===== src/rtl/encrypt_config.sv =====
// Shared encryption/decryption configuration: rotation width, rotation type and
// the byte right-rotate helper used by the decrypt shift stage.
package encrypt_config;

   localparam int ROT_W = 3;

   typedef logic [ROT_W-1:0] rot_t;

   // Result bit i takes source bit (i + rot) mod 8.
   function automatic logic [7:0] rotr8(input logic [7:0] x, input rot_t rot);
      logic [15:0] dbl;
      dbl = {x, x} >> rot;
      return dbl[7:0];
   endfunction

endpackage


===== src/rtl/decrypt_pipe_shift_fifo.sv =====
// Output FIFO for the decrypt shift stage: parameterised width, show-ahead read,
// push accepted when full if a pop happens in the same cycle, synchronous clear.
module decrypt_out_fifo #(
   parameter int WIDTH = 8,
   parameter int DEPTH = 4
) (
   input  logic             clk,
   input  logic             rst,
   input  logic             clear,
   input  logic             push,
   input  logic [WIDTH-1:0] wr_data,
   input  logic             pop,
   output logic [WIDTH-1:0] rd_data,
   output logic             empty,
   output logic             full
);

   localparam int PTR_W = (DEPTH > 1) ? $clog2(DEPTH) : 1;
   localparam int CNT_W = PTR_W + 1;

   logic [WIDTH-1:0] mem [DEPTH];
   logic [PTR_W-1:0] wr_ptr;
   logic [PTR_W-1:0] rd_ptr;
   logic [CNT_W-1:0] count;
   logic             do_push;
   logic             do_pop;

   assign empty   = (count == '0);
   assign full    = (count == CNT_W'(DEPTH));
   assign do_pop  = pop && !empty;
   assign do_push = push && (!full || do_pop);
   assign rd_data = empty ? '0 : mem[rd_ptr];

   // Pointers wrap naturally because DEPTH is a power of two.
   always_ff @(posedge clk or negedge rst) begin
      if (!rst) begin
         wr_ptr <= '0;
         rd_ptr <= '0;
         count  <= '0;
      end else if (clear) begin
         wr_ptr <= '0;
         rd_ptr <= '0;
         count  <= '0;
      end else begin
         if (do_push)
            wr_ptr <= wr_ptr + PTR_W'(1);
         if (do_pop)
            rd_ptr <= rd_ptr + PTR_W'(1);
         count <= count + CNT_W'(do_push) - CNT_W'(do_pop);
      end
   end

   always_ff @(posedge clk) begin
      if (do_push && !clear)
         mem[wr_ptr] <= wr_data;
   end

endmodule


===== src/rtl/decrypt_pipe_shift.sv =====
// Decrypt shift stage: rotates each byte right by the block schedule and buffers
// it in an output FIFO. Define DECRYPT_SHIFT_PARITY_EN to add dout_parity.
module decrypt_pipe_shift
   import encrypt_config::*;
#(
   parameter int FIFO_DEPTH = 4,
   parameter int BLK_LEN    = 16
) (
   input  logic             clk,
   input  logic             rst,
   input  logic             mode,
   input  logic             din_valid,
   input  logic [7:0]       din,
   input  logic [ROT_W-1:0] base_shift,
   input  logic             flush,
   output logic [7:0]       dout,
   output logic             dout_valid,
   input  logic             dout_ready,
   output logic             fifo_full,
   output logic             overflow
`ifdef DECRYPT_SHIFT_PARITY_EN
   ,
   output logic             dout_parity
`endif
);

   localparam int IDX_W = (BLK_LEN > 1) ? $clog2(BLK_LEN) : 1;
   localparam logic [IDX_W-1:0] IDX_LAST = IDX_W'(BLK_LEN - 1);

`ifdef DECRYPT_SHIFT_PARITY_EN
   localparam int FIFO_W = 9;
`else
   localparam int FIFO_W = 8;
`endif

   logic [IDX_W-1:0]  idx;
   rot_t              rot;
   logic [7:0]        rotated;
   logic              s1_valid;
   logic [7:0]        s1_data;
   logic              s1_parity;
   logic [FIFO_W-1:0] fifo_wr;
   logic [FIFO_W-1:0] fifo_rd;
   logic              fifo_empty;
   logic              drop;

   assign rot     = base_shift + ROT_W'(idx);
   assign rotated = rotr8(din, rot);

   // Stage 1: rotate and advance the schedule index; idle mode parks it at 0.
   always_ff @(posedge clk or negedge rst) begin
      if (!rst) begin
         idx       <= '0;
         s1_valid  <= 1'b0;
         s1_data   <= '0;
         s1_parity <= 1'b0;
      end else if (flush) begin
         idx      <= '0;
         s1_valid <= 1'b0;
      end else begin
         s1_valid <= 1'b0;
         if (!mode) begin
            idx <= '0;
         end else if (din_valid) begin
            s1_valid  <= 1'b1;
            s1_data   <= rotated;
            s1_parity <= ^rotated;
            idx       <= (idx == IDX_LAST) ? '0 : idx + IDX_W'(1);
         end
      end
   end

   // A write into a full FIFO is lost only when the sink is not popping.
   assign drop = s1_valid && fifo_full && !dout_ready;

   always_ff @(posedge clk or negedge rst) begin
      if (!rst)
         overflow <= 1'b0;
      else if (flush)
         overflow <= 1'b0;
      else if (drop)
         overflow <= 1'b1;
   end

`ifdef DECRYPT_SHIFT_PARITY_EN
   assign fifo_wr     = {s1_parity, s1_data};
   assign dout        = fifo_rd[7:0];
   assign dout_parity = fifo_rd[8];
`else
   assign fifo_wr     = s1_data;
   assign dout        = fifo_rd;
`endif

   assign dout_valid = !fifo_empty;

   decrypt_out_fifo #(
      .WIDTH (FIFO_W),
      .DEPTH (FIFO_DEPTH)
   ) u_fifo (
      .clk     (clk),
      .rst     (rst),
      .clear   (flush),
      .push    (s1_valid),
      .wr_data (fifo_wr),
      .pop     (dout_ready),
      .rd_data (fifo_rd),
      .empty   (fifo_empty),
      .full    (fifo_full)
   );

   // Parity is only carried through the FIFO when the port exists.
`ifndef DECRYPT_SHIFT_PARITY_EN
   logic unused_parity;
   assign unused_parity = s1_parity;
`endif

endmodule


===== config.mk =====
export PLATFORM = sky130hd
export DESIGN_NAME = decrypt_pipe_shift
export DESIGN_NICKNAME = d
export VERILOG_FILES = /design/src/rtl/encrypt_config.sv /design/src/rtl/decrypt_pipe_shift_fifo.sv /design/src/rtl/decrypt_pipe_shift.sv
export SDC_FILE = /design/constraint.sdc
export NUM_CORES = 1
export LEC_CHECK = 0
export ABC_AREA = 1
export CORE_MARGIN = 10
export CORE_UTILIZATION = 45
export DETAILED_ROUTE_END_ITERATION = 10
export GPL_TIMING_DRIVEN = 0
export PLACE_DENSITY = 0.71
export REMOVE_ABC_BUFFERS = 1
export SYNTH_ARGS = -nofsm -noshare
export SYNTH_HDL_FRONTEND = slang
export SYNTH_SLANG_ARGS = --single-unit

===== constraint.sdc =====
create_clock -name clk -period 4.6 [get_ports clk]
set_input_delay 0.92 -clock clk [delete_from_list [all_inputs] [get_ports clk]]
set_output_delay 0.92 -clock clk [all_outputs]
set_load 0.01 [all_outputs]

Yosys cells after proc, flatten, opt, wreduce, memory -nomap -nowiden:

Memory sizes are Yosys's and may differ from the RTL's.
Index checks and enable logic that the tools add are counted.

* add/subtract/negate cells: 6
* equal/unequal tests: 3
* shift operators: 1
* multiplexer cells: 17
* bitwise logic cells: 1
* reductions and logical operators: 15

Operators by type and width (number)
* $mux 4: 4
* $shr 16x3->8: 1
* $mux 2: 4
* $mux 8: 1
* $mux 1: 7
* $reduce_bool 2->1: 3
* $logic_and 1x1->1: 5
* $add 2x1->2 const B: 2
* $add 4x1->4 const B: 1
* $eq 4x4->1 const B: 1
* $logic_not 1->1: 4
* $add 3x1->3: 1
* $add 3x3->3: 1
* $eq 3x3->1 const B: 1
* $logic_not 3->1: 1
* $mux 3: 1
* $ne 3x1->1 const B: 1
* $reduce_and 3->1: 1
* $sub 3x1->3: 1
* $logic_or 1x1->1: 1
* $not 1->1: 1

* register bits: 21
* RAM bits: 32
* input bits: 17
* output and inout port bits: 11
* word-level logic and storage cells: 51
* memories: 1

Memory list
* u_fifo.mem: depth 4, width 8, read ports 1, clocked after memory_dff 0, wr ports 1, line decrypt_pipe_shift_fifo.sv:21 `logic [WIDTH-1:0] mem [DEPTH];`

Longest topological paths before layout:

Gate-level depths: netlist of run 1.

* word-level depth: 8
* mapped depth: 11
* gate-level depth less buffers: 11

Hierarchy:

A second synthesis of run 1 with hierarchy kept.

* cells, all modules: 305
* area, all modules: 2693.8 µm²

Modules (own cells, without submodules)
* decrypt_out_fifo: times used 1, cells each 164, area each 1742.9 µm², sequential area each 1136.1 µm²
* decrypt_pipe_shift: times used 1, cells each 141, area each 950.9 µm², sequential area each 350.3 µm²

Worst setup path before layout of run 1:

OpenSTA, ideal clock, no wires.

* kind: input port to flip-flop
* from: in base_shift[0]
* to: reg s1_data[0], in the netlist fifo_wr[0]
* setup time: 0.117 ns
* arrival time: 2.160 ns
* required time: 4.483 ns
* path slack: 2.323 ns
* stages on the path: 9
* path buffers: 1
* path through: ha_1 > fa_1 > buf_2 > inv_1 > nand3_1 > nand2_1 > nand3_1 > nand3_1 > nand2_1

* cells in the longest elaborated chain, start to end: 2

RTL lines
* start: declaration: line decrypt_pipe_shift.sv:14 `input logic [ROT_W-1:0] base_shift,`
* $add 3x3->3: line decrypt_pipe_shift.sv:47 `assign rot = base_shift + ROT_W'(idx);`
* $shr 16x3->8: line encrypt_config.sv:12 `dbl = {x, x} >> rot;`
* end signal: assignment: line decrypt_pipe_shift.sv:66 `s1_data <= rotated;`
* end: declaration: line decrypt_pipe_shift.sv:40 `logic [7:0] s1_data;`

No other way between the ends.
A chain may end at the register's enable or synchronous reset.

Worst setup path after layout of run 1:

* from: reg u_fifo.rd_ptr[0]
* to: out dout[0]

* cells in the longest elaborated chain, start to end: 2

RTL lines
* start: declaration: line decrypt_pipe_shift_fifo.sv:23 `logic [PTR_W-1:0] rd_ptr;`
* start signal: assignment: line decrypt_pipe_shift_fifo.sv:48 `rd_ptr <= rd_ptr + PTR_W'(1);`
* $mem_v2 4x8
* $mux 8: line decrypt_pipe_shift_fifo.sv:32 `assign rd_data = empty ? '0 : mem[rd_ptr];`
* end: declaration: line decrypt_pipe_shift.sv:16 `output logic [7:0] dout,`

No other way between the ends.

==> results.txt, run 1 <==
The post-cts gate resize count is 0. For the pin with the worst max-slew slack, the measured transition is 0.947 ns. Measured along the x axis, the die boundary spans roughly 97 µm. The total global routing overflow came out at 0. The final net count is 340. The cell count after synthesis came out at 287. The total negative slack for setup checks is 0 ns. The CTS root buffer is sky130_fd_sc_hd__clkbuf_8. The minimum clock period came out at 3.10 ns. Setup repair after global routing left no endpoint under its margin. The via count of the first global-routing pass came to just under 2,000. The run finished with clean final reports. The mapped netlist covers 2660 µm². The average size of a mapped cell came out at slightly above 9 µm². The endpoint required time on the critical path came out at 3.68 ns. The maximum root-to-sink buffer count came out at 2. IR analysis of the VDD net gives a maximum drop of approximately 0.21 mV. The maximum level of the CTS H-tree came out at 2. The share of final-layout standard cells stronger than drive strength 1 is between 6 and 7%. The count of distinct cell types in the synthesized netlist came out at 27. The ratio of routed vias to standard cells came out at between 5 and 6.

STA classifies the critical path endpoint as an output pin. The arrival time at the worst endpoint came out at around 2.2 ns. The number of standard cells in the layout, taps in and fillers out is just under 400. The sequential-to-total area share from yosys stat came out at a little under three fifths.

Summing all placed instances gives a cell area of 2970 µm². Ranked by instance count, the synthesized netlist is headed by sky130_fd_sc_hd__nand2_1, sky130_fd_sc_hd__nor2_1, sky130_fd_sc_hd__nand3_1. The count of vias placed by the detailed router came out at roughly 2,000. Once detailed placement completed, the half-perimeter wirelength came to around 3.8 mm. The library cell with the highest instance count after synthesis is sky130_fd_sc_hd__nand2_1.

Dividing the final minimum period by the clock period gives approximately two thirds. The antenna diode instance count came out at 0. The share of flip-flops with an asynchronous set or reset after synthesis came out at between 30% and 40%.

Fill cells in the final layout number just under 500. The total length of routed wires is slightly above 5 mm. The starting DRC count in detailed routing came out at between 100 and 150. The clock-pin slew of the registers on the worst-case setup and hold paths is ~0.090 ns.

The routed length per placed instance came out at 13.1 µm. Yosys attributes the largest share of cell area to sky130_fd_sc_hd__edfxtp_1, sky130_fd_sc_hd__dfrtp_1, sky130_fd_sc_hd__nand2_1, sky130_fd_sc_hd__nand3_1, sky130_fd_sc_hd__nor2_1. The count of unresolved DRC violations after routing came out at 0. The tool flagged a number of max-cap violations equal to 0. The TritonCTS sink count is 53. The number of enable flip-flop cells after synthesis came out at 32. The first detailed-routing pass took 4 iterations.

In this run the post-CTS setup repair buffer count came out at 0. The worst max-slew margin expressed relative to the limit came out at 36.7%. Summed over all instances, the cell type with the most area after synthesis is sky130_fd_sc_hd__edfxtp_1.

The kind of critical path is flip-flop to output pin. The number of buffers created by CTS came out at 5. The standard-cell row count is 27. The count of synthesis-stage warnings from yosys came out at 0.

The leakage power is 1.31 nW. After layout, the design draws a total of around 0.0014 W. The largest net degree at the start of global routing came out at 22. The number of buffers added on ports came out at 27. The top cell type's share of synthesized area is a little over a third. The routability congestion estimate came out at 0.861. After synthesis the netlist holds a flip-flop and latch count of 53.

The most used flip-flop cell after synthesis is sky130_fd_sc_hd__edfxtp_1. The insertion delay to the later sink of the worst-skew pair is 0.29 ns. Measured along the y axis, the die boundary spans just under 100 µm. The first global-routing pass estimated around 8.9 mm of wire. The die area is 9380 µm². The worst setup path is launched from a flip-flop. The setup check on the worst reg-to-reg path leaves a slack of between 2 and 2.5 ns.

The core outline area came out at approximately 5600 µm². In this run the remaining antenna-violating nets after routing total 0. The final instance area came out at ~3100 µm². The count of final setup violators is 0.

The I/O pin count came out at 28. The total global routing track utilization came out at approximately 11%. The power density of the placed cells came out at approximately 460 nW/µm². The setup skew after layout is approximately 0.0075 ns. The min-delay analysis places its worst path in the category flip-flop to flip-flop.

The final max-slew violation count is 0. TritonCTS built the clock tree. The number of hold violations in the final report is 0. The initial antenna violation count is 0. Along the worst path, the maximum fanout reaches 18.

The signed area change from the synthesized netlist to the final layout came out at 16.8%. The initial utilization of the core area, before any placement, comes to between 40% and 50%. Timing would allow up to around 320 MHz. The number of buffers added to fix hold violations after cts is 0.

The cell count after placement came out at between 300 and 400.
-- report_power, final --
group | internal [W] | switching, W | total [W]
Combinational | 0.000205 | 0.000237 | 0.000442
Sequential | 0.000557 | 0.0000580 | 0.000615
Clock | 0.000216 | 0.000141 | 0.000357
-- state kept, by name, summed over array words and instances, names as in the netlist --
name / cells
u_fifo.mem: 32
fifo_wr: 8
idx: 4
u_fifo.count: 3
u_fifo.rd_ptr: 2
u_fifo.wr_ptr: 2
overflow: 1
s1_valid: 1
-- routing by layer --
| layer | global-route usage [%] | up-vias | share of wire (%) |
|---|---|---|---|
| li1 | - | 998 | - |
| met1 | 12.2 | 898 | 43 |
| met2 | 19.9 | 50 | 50 |
| met3 | 2.84 | 5 | 5.4 |
| met4 | 3.72 | 0 | 1.2 |
| met5 | 0 | - | 0 |
-- cell usage in the layout, fill, tap and decap left out --
cell / instances
sky130_fd_sc_hd__a21oi_1: 10
sky130_fd_sc_hd__and3_1: 1
sky130_fd_sc_hd__bufinv_16: 2
sky130_fd_sc_hd__clkbuf_8: 5
sky130_fd_sc_hd__clkdlybuf4s50_1: 27
sky130_fd_sc_hd__clkinv_2: 1
sky130_fd_sc_hd__dfrtp_1: 21
sky130_fd_sc_hd__edfxtp_1: 32
sky130_fd_sc_hd__fa_1: 2
sky130_fd_sc_hd__ha_1: 8
sky130_fd_sc_hd__inv_1: 23
sky130_fd_sc_hd__inv_2: 6
sky130_fd_sc_hd__mux2i_1: 1
sky130_fd_sc_hd__nand2_1: 62
sky130_fd_sc_hd__nand2_2: 1
sky130_fd_sc_hd__nand2_4: 3
sky130_fd_sc_hd__nand2_8: 1
sky130_fd_sc_hd__nand3_1: 38
sky130_fd_sc_hd__nand3_4: 1
sky130_fd_sc_hd__nand3b_1: 1
sky130_fd_sc_hd__nor2_1: 43
sky130_fd_sc_hd__nor3_1: 1
sky130_fd_sc_hd__nor3_2: 1
sky130_fd_sc_hd__o21ai_0: 15
sky130_fd_sc_hd__o21ai_1: 4
sky130_fd_sc_hd__o22ai_1: 2
sky130_fd_sc_hd__xnor2_1: 1
sky130_fd_sc_hd__xor2_1: 1
-- metrics by stage --
stage | utilization [%] | hold WS [ns] | setup WS [ns]
2_1_floorplan | - | 0.476 | 2.31
3_3_place_gp | 53.0 | 0.496 | 1.71
3_5_place_dp | 53.0 | 0.505 | 1.66
4_1_cts | 55.4 | 0.527 | 1.45
5_1_grt | 55.4 | 0.549 | 1.29
6_report | 55.4 | 0.523 | 1.50
-- kinds of logic after synthesis --
logic type	after synthesis	share of synthesized area, %
and+or+nand+nor	153	26.0
DFF	53	55.9
buffers and inverters	37	5.88
AOI/OAI and AO/OA	31	5.93
adders and majority gates	10	5.27
xor gates and xnor gates	2	0.659
muxes	1	0.376
-- critical path, stage by stage (launching register included) --
cell and delay, ns:
sky130_fd_sc_hd__dfrtp_1 0.75, sky130_fd_sc_hd__inv_2 0.28, sky130_fd_sc_hd__o21ai_0 0.27, sky130_fd_sc_hd__a21oi_1 0.10, sky130_fd_sc_hd__clkdlybuf4s50_1 0.49
-- cell type report --
| cell class | instances | area [µm²] | share of cell area [%] |
|---|---|---|---|
| clock buffer | 5 | 68.8 | 2.22 |
| clock inverter | 3 | 65.1 | 2.10 |
| inverter | 29 | 109 | 3.51 |
| multi-input combinational | 197 | 1020 | 32.7 |
| sequential | 53 | 1490 | 47.9 |
| tap | 72 | 90.1 | 2.90 |
| timing repair buffer | 27 | 270 | 8.70 |
-- final timing paths --
| check | start | end | cells past startpoint |
|---|---|---|---|
| max | u_fifo.rd_ptr[0] | dout[0] | 4 |
| min in group asynchronous | rst | overflow | 1 |
| min | overflow | overflow | 2 |
| max in group asynchronous | rst | fifo_wr[5] | 1 |
| min reg2reg | overflow | overflow | 2 |
| max reg2reg | u_fifo.count[1] | u_fifo.count[2] | 11 |
Note: power is estimated with default switching activity, not from simulation.
==> inputs of run 2 (changes only) <==
PLACE_DENSITY = 0.73   (was 0.71)
clock period = 2.8 ns   (was 4.6 ns; I/O delays follow)
==> run 2 against run 1 <==
  * Clock-buffer cell count up 2
  * Register-to-register slack worse by 1.7 ns
  * Power up 59%
  * Cell area down 0.52%
  * Sequential share of layout area up 0.29 points
  * Utilization down 0.29 points
  * Largest cell class unchanged
  * Largest power group unchanged
==> results.txt, run 2 (synthesis results as in run 1) <==
The number of max-cap violations came out at 0. The endpoint of the most critical register-to-register path is u_fifo.count[2]. The number of buffers added to fix hold violations after cts came out at 0.

The die area is 9380 µm². In this run the horizontal extent of the chip is 96.9 µm. The total negative slack for setup checks is 0 ns. The number of buffers added on ports is 27.

STA classifies the critical path endpoint as an output pin. The layout filler cell count came out at 511. The critical path starts at u_fifo.rd_ptr[0]. The signed area change from the synthesized netlist to the final layout came out at 16.2%.

The insertion delay to the later sink of the worst-skew pair is 0.30 ns. The total global routing track utilization came out at between 10 and 15%. The count of final setup violators is 0. Summed over all cells, the static leakage comes to 1.30 nW.

Excluding fillers, the count of instances in the completed layout stands at around 390. The share of final-layout standard cells stronger than drive strength 1 is under 10%. The routability congestion estimate came out at 0.846. Counting along the longest clock path gives a buffer depth of 2. After layout, the worst path uses 93.5% of the clock period.

The worst-case hold slack came out at between 0.5 and 0.6 ns. Leaving out fill and tap cells, the most frequent cell in the layout is sky130_fd_sc_hd__nand2_1. The core outline area came out at 5610 µm². The total length of routed wires came out at roughly 5 mm. The net count of the finished layout is 340. The CTS root buffer is sky130_fd_sc_hd__clkbuf_8.

The placed cell area came out at 2970 µm². The highest attainable clock frequency is approximately 380 MHz. The setup skew after layout is about 0.0061 ns.

The TritonCTS clock tree is yes. The clock-pin slew of the registers on the worst-case setup and hold paths is approximately 0.09 ns. Detailed placement finished with a half-perimeter wire length of ~3.6 mm. In this run the worst setup path terminates at dout[6]. The post-route antenna net violation count came out at 0. The TritonCTS sink count is between 50 and 60. The first-pass iteration count of the detailed router came out at 4. The worst voltage drop across the vdd grid is 0.345 mV.

The initial antenna violation count is 0. The minimum clock period came out at between 2 and 3 ns. The standard-cell row count is 27. The count of vias placed by the detailed router came out at between 1,500 and 2,000. The final instance area is slightly above 3000 µm².

The cell count after placement came out at around 380. The critical path is of the flip-flop to output pin type. The kind of launch point of the worst setup path is a flip-flop. The endpoint required time on the critical path came out at approximately 2.2 ns.

The antenna diode instance count is 0. The worst max-slew margin expressed relative to the limit is a little over a third. The setup check on the worst reg-to-reg path leaves a slack of just over 0.7 ns. The largest net degree at the start of global routing is 22. The power density of the placed cells is 729 nW/µm². From bottom edge to top edge, the die measures ~97 µm. The library cells used most frequently in the layout, excluding fill and tap cells, are sky130_fd_sc_hd__nand2_1, sky130_fd_sc_hd__nor2_1, sky130_fd_sc_hd__nand3_1. The arrival time at the worst endpoint is roughly 2 ns. The H-tree generated during clock tree synthesis spans 2 levels. The I/O pin count is 28. Counting flops per register, the top entry is u_fifo.mem.

The final max-slew violation count is 0. Once the floorplan was initialized, standard cells occupied between 40% and 50% of the core. The worst register-to-register path has a depth of 11.

The flow ran to the end, and the final reports show no timing, DRC or antenna violations. The via count of the first global-routing pass was around 1,900. Global routing finished with a remaining overflow of 0. The maximum fanout along the worst path is 18.

The worst register-to-register path begins at u_fifo.count[1]. The number of buffers created by CTS came out at 5. After the first detailed-routing iteration, the DRC count stood at 88. The number of hold violations in the final report is 0.

The routed length per placed instance is approximately 13 µm. Setup repair after global routing left no endpoint under its margin. The class of the tightest hold or removal check is flip-flop to flip-flop. The flip-flop count of the largest register after layout came out at 32. For this run, design rule violations remaining after detail routing come to 0. The first global-routing pass estimated slightly below 9 mm of wire.

The ratio of routed vias to standard cells came out at a little under 5. The worst-margin pin slew is about 0.95 ns. Cells fill 55.1% of the core in the end.
[run 2: cell types whose count changed in the layout (fill, tap and decap cells not counted)]
cell / change
sky130_fd_sc_hd__bufinv_16: -1
sky130_fd_sc_hd__clkbuf_1: +1
sky130_fd_sc_hd__clkbuf_8: +1
sky130_fd_sc_hd__clkinv_2: -1
sky130_fd_sc_hd__dfrtp_1: -1
sky130_fd_sc_hd__dfrtp_2: +1
[run 2: critical path: stages (launching register included)]
cell                              delay (ns)
sky130_fd_sc_hd__dfrtp_2                0.54
sky130_fd_sc_hd__inv_2                  0.28
sky130_fd_sc_hd__o21ai_0                0.15
sky130_fd_sc_hd__a21oi_1                0.21
sky130_fd_sc_hd__clkdlybuf4s50_1        0.57
[run 2: metrics by stage]
stage | setup WS, ns | total power [W]
5_1_grt | 0.0267 | 0.00242
2_1_floorplan | 0.795 | 0.00141
6_report | 0.182 | 0.00225
4_1_cts | 0.0542 | 0.00227
3_3_place_gp | 0.249 | 0.00173
3_5_place_dp | 0.224 | 0.00175
[run 2: worst min path at each step]
stage	slack (ns)	depth (start not counted)	start	end
2_1_floorplan	0.26	0	rst	fifo_wr[0]
3_3_place_gp	0.50	0	fifo_wr[3]	u_fifo.mem[3][3]
3_5_place_dp	0.51	0	fifo_wr[0]	u_fifo.mem[2][0]
4_1_cts	0.53	0	fifo_wr[0]	u_fifo.mem[2][0]
5_1_grt	0.55	2	overflow	overflow
6_report	0.53	2	overflow	overflow
[run 2: per-layer routing]
metal	vias to the layer above	global-route usage, %	share of wire, %
met2	38	18.4	50
met5	-	0	0
met4	0	5.07	1.9
met3	5	2.98	4.7
met1	879	12.7	43
li1	995	-	-
[run 2: repair_timing]
item	in CTS	in global routing
setup endpoints to repair	0	8
buffers inserted	0	0
resized for setup	0	1
[run 2: area by class of cell]
class	count	area, µm²	share of cell area, %
repair buffers	27	270	8.75
clock buffers	7	86.3	2.79
inverters	29	109	3.52
well taps	72	90.1	2.92
flip-flops and latches	53	1490	48.2
clock inverters	1	30.0	0.972
multi-input cells	197	1020	32.9
[run 2: power by group]
part,switching (W),internal (W),total (W)
Clock,0.000233,0.000291,0.000524
Sequential,0.0000903,0.000917,0.00101
Combinational,0.000388,0.000332,0.000720
Total,0.000711,0.00154,0.00225
==> inputs of run 3 (changes only) <==
PLACE_DENSITY = 0.71   (was 0.73)
clock period = 3 ns   (was 2.8 ns; I/O delays follow)
==> results of run 3 <==
Same layout as run 1 (identical final DEF). Status: complete, no violations.
Among the figures that moved: setup slack after placement 1.66 ns -> 0.385 ns; setup slack after layout 1.50 ns -> 0.221 ns; register-to-register setup slack 2.45 ns -> 0.85 ns; total power 0.00141 W -> 0.00217 W; worst IR drop on VDD 0.209 mV -> 0.320 mV
